===== src/rtl/serial_tx_pkg.sv =====
// Shared types and line levels for the serial transmit framer.
package serial_tx_pkg;
  typedef enum logic [2:0] {IDLE, START, DATA, PARITY, STOP} tx_state_t;

  localparam logic LINE_IDLE = 1'b1;
  localparam logic START_LVL = 1'b0;
endpackage


===== src/rtl/serial_tx_framer_if.sv =====
// Word handshake plus serial line/status bundle for serial_tx_framer.
interface serial_tx_framer_if #(
  parameter int NUM_BITS = 8
);
  logic [NUM_BITS-1:0] tx_data;
  logic                tx_valid;
  logic                tx_ready;
  logic                serial_out;
  logic                tx_busy;
  logic                tx_done;

  modport master (
    output tx_data, tx_valid,
    input  tx_ready, serial_out, tx_busy, tx_done
  );

  modport slave (
    input  tx_data, tx_valid,
    output tx_ready, serial_out, tx_busy, tx_done
  );
endinterface


===== src/rtl/flex_pts_sr.sv =====
// Parallel-to-serial shift register; idles at all ones so an unloaded shift reads as line-idle.
module flex_pts_sr #(
  parameter int NUM_BITS  = 8,
  parameter int SHIFT_MSB = 1
) (
  input  logic                clk,
  input  logic                n_rst,
  input  logic                load_enable,
  input  logic                shift_enable,
  input  logic [NUM_BITS-1:0] parallel_in,
  output logic                serial_out
);
  logic [NUM_BITS-1:0] sr;

  always_ff @(posedge clk or negedge n_rst) begin
    if (!n_rst)
      sr <= '1;
    else if (load_enable)
      sr <= parallel_in;
    else if (shift_enable) begin
      if (SHIFT_MSB != 0)
        sr <= {sr[NUM_BITS-2:0], 1'b1};
      else
        sr <= {1'b1, sr[NUM_BITS-1:1]};
    end
  end

  assign serial_out = (SHIFT_MSB != 0) ? sr[NUM_BITS-1] : sr[0];
endmodule


===== src/rtl/serial_tx_framer.sv =====
// Framed serial transmitter: start, NUM_BITS data, optional parity, stop bit(s), each CLKS_PER_BIT clocks.
module serial_tx_framer
  import serial_tx_pkg::*;
#(
  parameter int NUM_BITS     = 8,
  parameter int SHIFT_MSB    = 1,
  parameter int CLKS_PER_BIT = 4,
  parameter int PARITY_EN    = 0,
  parameter int PARITY_ODD   = 0,
  parameter int STOP_BITS    = 1
) (
  input  logic               clk,
  input  logic               n_rst,
  serial_tx_framer_if.slave  bus
);
  localparam int CW = $clog2(CLKS_PER_BIT + 1);
  localparam int IW = $clog2(NUM_BITS + 2);
  localparam logic [CW-1:0] CNT_LAST  = CW'(CLKS_PER_BIT - 1);
  localparam logic [IW-1:0] DATA_LAST = IW'(NUM_BITS - 1);
  localparam logic [IW-1:0] STOP_LAST = IW'(STOP_BITS - 1);
  localparam logic          PAR_INIT  = (PARITY_ODD != 0);

  tx_state_t     state;
  logic [CW-1:0] cnt;
  logic [IW-1:0] idx;
  logic          par_q;
  logic          sr_out;
  logic          accept;
  logic          bit_end;
  logic          shift_en;
  logic          line;

  assign accept   = (state == IDLE) && bus.tx_valid;
  assign bit_end  = (cnt == CNT_LAST);
  assign shift_en = (state == DATA) && bit_end;

  flex_pts_sr #(
    .NUM_BITS  (NUM_BITS),
    .SHIFT_MSB (SHIFT_MSB)
  ) u_sr (
    .clk          (clk),
    .n_rst        (n_rst),
    .load_enable  (accept),
    .shift_enable (shift_en),
    .parallel_in  (bus.tx_data),
    .serial_out   (sr_out)
  );

  // cnt times the current bit; idx counts data bits, then stop bits.
  always_ff @(posedge clk or negedge n_rst) begin
    if (!n_rst) begin
      state <= IDLE;
      cnt   <= '0;
      idx   <= '0;
      par_q <= 1'b0;
    end else if (state == IDLE) begin
      if (bus.tx_valid) begin
        state <= START;
        cnt   <= '0;
        idx   <= '0;
        par_q <= (^bus.tx_data) ^ PAR_INIT;
      end
    end else if (!bit_end) begin
      cnt <= cnt + 1'b1;
    end else begin
      cnt <= '0;
      case (state)
        START: state <= DATA;
        DATA: begin
          if (idx == DATA_LAST) begin
            idx   <= '0;
            state <= (PARITY_EN != 0) ? PARITY : STOP;
          end else begin
            idx <= idx + 1'b1;
          end
        end
        PARITY: state <= STOP;
        STOP: begin
          if (idx == STOP_LAST) begin
            idx   <= '0;
            state <= IDLE;
          end else begin
            idx <= idx + 1'b1;
          end
        end
        default: state <= IDLE;
      endcase
    end
  end

  // Line is a pure decode of flops, so reset drives it high without waiting for a clock.
  always_comb begin
    line = LINE_IDLE;
    case (state)
      START:   line = START_LVL;
      DATA:    line = sr_out;
      PARITY:  line = par_q;
      default: line = LINE_IDLE;
    endcase
  end

  assign bus.serial_out = line;
  assign bus.tx_ready   = (state == IDLE);
  assign bus.tx_busy    = (state != IDLE);
  assign bus.tx_done    = (state == STOP) && bit_end && (idx == STOP_LAST);
endmodule


===== src/flat_wrapper.sv =====
// flat-port wrapper written by rule: the top's interface ports become plain ports
module serial_tx_framer_flat import serial_tx_pkg::*;
#(
  parameter int NUM_BITS     = 8,
  parameter int SHIFT_MSB    = 1,
  parameter int CLKS_PER_BIT = 4,
  parameter int PARITY_EN    = 0,
  parameter int PARITY_ODD   = 0,
  parameter int STOP_BITS    = 1
)
  (clk, n_rst, bus_tx_data, bus_tx_valid, bus_tx_ready, bus_serial_out, bus_tx_busy, bus_tx_done);
  serial_tx_framer_if #(.NUM_BITS(NUM_BITS)) bus_i ();
  input  logic clk;
  input  logic n_rst;
  input wire logic [$bits(bus_i.tx_data)-1:0] bus_tx_data;
  input wire logic [$bits(bus_i.tx_valid)-1:0] bus_tx_valid;
  output wire logic [$bits(bus_i.tx_ready)-1:0] bus_tx_ready;
  output wire logic [$bits(bus_i.serial_out)-1:0] bus_serial_out;
  output wire logic [$bits(bus_i.tx_busy)-1:0] bus_tx_busy;
  output wire logic [$bits(bus_i.tx_done)-1:0] bus_tx_done;
  assign bus_i.tx_data = bus_tx_data;
  assign bus_i.tx_valid = bus_tx_valid;
  assign bus_tx_ready = bus_i.tx_ready;
  assign bus_serial_out = bus_i.serial_out;
  assign bus_tx_busy = bus_i.tx_busy;
  assign bus_tx_done = bus_i.tx_done;
  serial_tx_framer #(.NUM_BITS(NUM_BITS), .SHIFT_MSB(SHIFT_MSB), .CLKS_PER_BIT(CLKS_PER_BIT), .PARITY_EN(PARITY_EN), .PARITY_ODD(PARITY_ODD), .STOP_BITS(STOP_BITS)) u_core (.clk(clk), .n_rst(n_rst), .bus(bus_i));
endmodule

===== config.mk =====
export PLATFORM = sky130hd
export DESIGN_NAME = serial_tx_framer_flat
export DESIGN_NICKNAME = d
export VERILOG_FILES = /design/src/rtl/serial_tx_pkg.sv /design/src/rtl/serial_tx_framer_if.sv /design/src/rtl/flex_pts_sr.sv /design/src/rtl/serial_tx_framer.sv /design/src/flat_wrapper.sv
export SDC_FILE = /design/constraint.sdc
export NUM_CORES = 1
export LEC_CHECK = 0
export CORE_MARGIN = 8
export CORE_UTILIZATION = 25
export CTS_CLUSTER_DIAMETER = 80
export DETAILED_ROUTE_END_ITERATION = 6
export PLACE_DENSITY_LB_ADDON = 0.05
export RECOVER_POWER = 25
export SETUP_SLACK_MARGIN = 0.3
export SYNTH_ARGS = -nofsm -noshare
export SYNTH_HDL_FRONTEND = slang
export SYNTH_SLANG_ARGS = --single-unit

===== constraint.sdc =====
create_clock -name clk -period 1.65 [get_ports clk]
set_input_delay 0.33 -clock clk [delete_from_list [all_inputs] [get_ports clk]]
set_output_delay 0.33 -clock clk [all_outputs]
set_load 0.01 [all_outputs]

==> results of run 1 <==
## through the flow
step	area [um^2]	hold slack [ps]	instances	setup TNS, ps
6_report	2010	466	230	-264
5_1_grt	2010	487	230	-814
4_1_cts	1900	427	224	-279
3_5_place_dp	1560	452	208	-1100
3_3_place_gp	1560	456	208	-1050
2_1_floorplan	1210	34.4	122	0
## power by group through the flow
stage | registers, W | logic [W] | clock network, W
6_report | 0.000874 | 0.00242 | 0.000346
5_1_grt | 0.000898 | 0.00264 | 0.000377
4_1_cts | 0.000862 | 0.00220 | 0.000356
3_5_place_dp | 0.000850 | 0.00153 | 0
3_3_place_gp | 0.000844 | 0.00152 | 0
2_1_floorplan | 0.000843 | 0.000936 | 0
## registers in the layout, indices dropped and copies added (netlist names)
signal	flops
u_core.u_sr.sr	8
u_core.state	3
u_core.cnt	3
u_core.idx	4
u_core.par_q	1
## worst paths after layout
| path | startpoint | end | slack, ps |
|---|---|---|---|
| worst max-delay path | u_core.idx[0] | bus_tx_done | -90 |
| worst max register to register | u_core.idx[0] | u_core.idx[2] | -70 |
| worst min-delay path | u_core.u_sr.sr[0] | u_core.u_sr.sr[0] | 470 |
| min in group asynchronous | n_rst | u_core.state[1] | 570 |
| worst min register to register | u_core.u_sr.sr[0] | u_core.u_sr.sr[0] | 470 |
| max in group asynchronous | n_rst | u_core.u_sr.sr[4] | 700 |
## Yosys cell counts, types with 3 or more instances
master | number | area share (%)
nor2b_1 | 3 | 1.6
dfstp_2 | 8 | 18
nand2_1 | 15 | 4.8
nor2_1 | 8 | 2.6
dfrtp_1 | 11 | 24
nor3_1 | 3 | 1.3
a21oi_1 | 5 | 2.2
mux2i_1 | 9 | 7.7
xnor2_1 | 7 | 5.3
o21ai_0 | 10 | 4.3
inv_1 | 6 | 1.9
ha_1 | 3 | 3.2
nand3_1 | 3 | 1.3
## worst max-delay path: cells and delay by family, from the launching register on
| family | cells | cell delay [ps] |
|---|---|---|
| flops | 1 | 390 |
| buf+inv | 2 | 220 |
| fa+ha+maj | 1 | 120 |
| simple gates | 3 | 410 |
## routing by layer
metal | wire (um) | vias up | share of wire [%] | global-route usage, %
met3 | 78 | 2 | 2.4 | 1.74
met1 | 1480 | 521 | 45 | 11.1
met5 | 0 | - | 0 | 0
met4 | 19 | 0 | 0.58 | 2.83
met2 | 1710 | 10 | 52 | 17.1
li1 | - | 538 | - | -
## cell families (layout without fill, tap and decap cells)
family	after synthesis	after routing	synth area share [%]
AOI/OAI and AO/OA	28	28	17.1
xor gates and xnor gates	7	7	5.27
adders and majority gates	3	3	3.23
buffers and inverters	13	66	6.13
DFF	19	19	41.7
muxes	9	9	7.74
and+or+nand+nor	43	44	18.8
## repair_timing
action,4_1_cts,5_1_grt
endpoints found under the setup margin,22,23
cloned,2,0
setup buffers,10,6
pin swaps,17,19
resized for setup,74,20
endpoints found under the hold margin,0,0
## cell type report
| class | instances | area [um^2] | share of cell area, % |
|---|---|---|---|
| multi-input cells | 91 | 856 | 42.5 |
| repair buffers | 55 | 518 | 25.7 |
| flip-flops and latches | 19 | 485 | 24.1 |
| well taps | 54 | 67.6 | 3.36 |
| clock buffers | 3 | 41.3 | 2.05 |
| inverters | 7 | 38.8 | 1.93 |
| clock inverters | 1 | 5.00 | 0.249 |
==> summary.md, run 1 <==
| Metric | Value |
|---|---|
| Status | `finished, violations left` |
| Violated checks | `setup timing` |
| Seq pwr share | `24.0%` |
| GP Congestion | `0.690` |
| Clock tree buffer depth | `2` |
| Max FO, Critical Path | `2` |
| Share of layout cells above drive strength 1 | `just under 60%` |
| Fraction of registers with async set/reset | `100%` |
| Startpoint Class | `flop` |
| Post-synth EDFFs | `0` |
| Vias in the first global route | `1166` |
| PD cells | `roughly 1800 mW/mm^2` |
| Final hold vios | `0` |
| Die width | `84.2 um` |
| Max transition margin | `around 64%` |
| HP Class | `flop to flop` |
| Top FF cell, synth | `dfrtp_1` |
| Routed wire length | `3290 um` |
| Final worst-path cycle share | `105%` |
| Initial Util | `between 20% and 30%` |
| Hold buffers post-CTS | `0` |
| Max-slew violation count | `0` |
| WHS Path Cells | `2` |
| WS Path Type | `flop to primary output` |
| Initial DRT Pass Iterations | `4` |
| FMAX | `between 0.5 and 0.6 GHz` |
| First-pass GRT wire length | `5540 um` |
| Layout area overhead | `72.9%` |
| Clk pwr share | `9.5%` |
| Syn Area/Cell | `about 9.5 um^2` |
| Routed Antenna Nets | `0` |
| CTS buffer count | `3` |
| Largest net degree at the start of global routing | `20` |
| Logic gate share of total power | `66.5%` |
| Sw Share | `38.9%` |
| Vias | `between 1k and 1.5k` |
| NumNets Final | `191` |
| Root buffer cell | `clkbuf_8` |
| DR vias/cell | `4.66` |
| Wirelength per Cell | `~14 um` |
| Worst-path clk slew | `roughly 90 ps` |
| Yosys Warn Count | `0` |
| Max Cap Viol | `0` |
| Crit-path cells | `inv_2, ha_4, nor3b_4, nand3_2, nor3_2, buf_2` |
| Maximum VDD drop | `around 0.54 mV` |
| DRC | `0` |
| Cell Int Power | `between 0.002 and 0.0025 W` |
| CP Capture Type | `primary output` |
| Worst EP required | `around 1300 ps` |
| Die area | `0.00709 mm^2` |
| Commonest non-fill, non-tap cells in the layout | `buf_4, buf_6, dfrtp_1` |
| Hpwl dp | `around 2100 um` |
| Final Critical Period | `1740 ps` |
| Reg2reg path depth | `8` |
| Leading cell type in the layout, fill and taps excluded | `buf_4` |
| RSZ-0062 raised after global routing | `yes` |
| Clk_skew | `approximately 6.6 ps` |
| H-Tree Depth | `1` |
| Die height | `roughly 84 um` |
| Post-place setup slack | `-275 ps` |
| Seq cells post-synth | `19` |
| CP arrival | `about 1400 ps` |
| Starting DRC count in detailed routing | `46` |
| Seq/Total Area, Yosys | `41.7%` |
| Mapped Cells | `about 120` |
| Diode count | `0` |
| Initial antenna violation count | `0` |
| Final Core Density | `43.8%` |
| NetSw | `0.00142 W` |
| Skew-Pair Late Insertion Delay | `260 ps` |
| Setup violations, final | `6` |
| FILL cells | `about 450` |
| Post-synth cell types | `34` |
| Setup WS post-layout | `-87.5 ps` |
| Cell area after synthesis | `~0.0012 mm^2` |
| Max stage delay cell, worst path | `dfrtp_1` |
| GRT Total Usage | `9.54%` |
| Core footprint | `about 0.0046 mm^2` |
| Total global routing overflow | `0` |
| CTS tree | `yes` |
| Clock tree sinks | `19` |
| # port buffers | `14` |
| Syn Nets | `136` |
| Leakage power | `0.855 nW` |
| Rows | `25` |
| Slew @ Worst Pin | `about 540 ps` |
| Tot Pwr | `approximately 0.0036 W` |
| # IOs | `15` |
| Critical path's largest stage delay | `390 ps` |
(Power assumes the default switching activity.)
==> inputs of run 2 (changes only) <==
- SLEW_MARGIN: default -> 20
==> results of run 2 <==
No change in the layout: final DEF, timing and power equal those of run 1.
==> inputs of run 3 (changes only) <==
- SLEW_MARGIN: 20 -> default
==> results of run 3 <==
No change in the layout: final DEF, timing and power equal those of run 1.
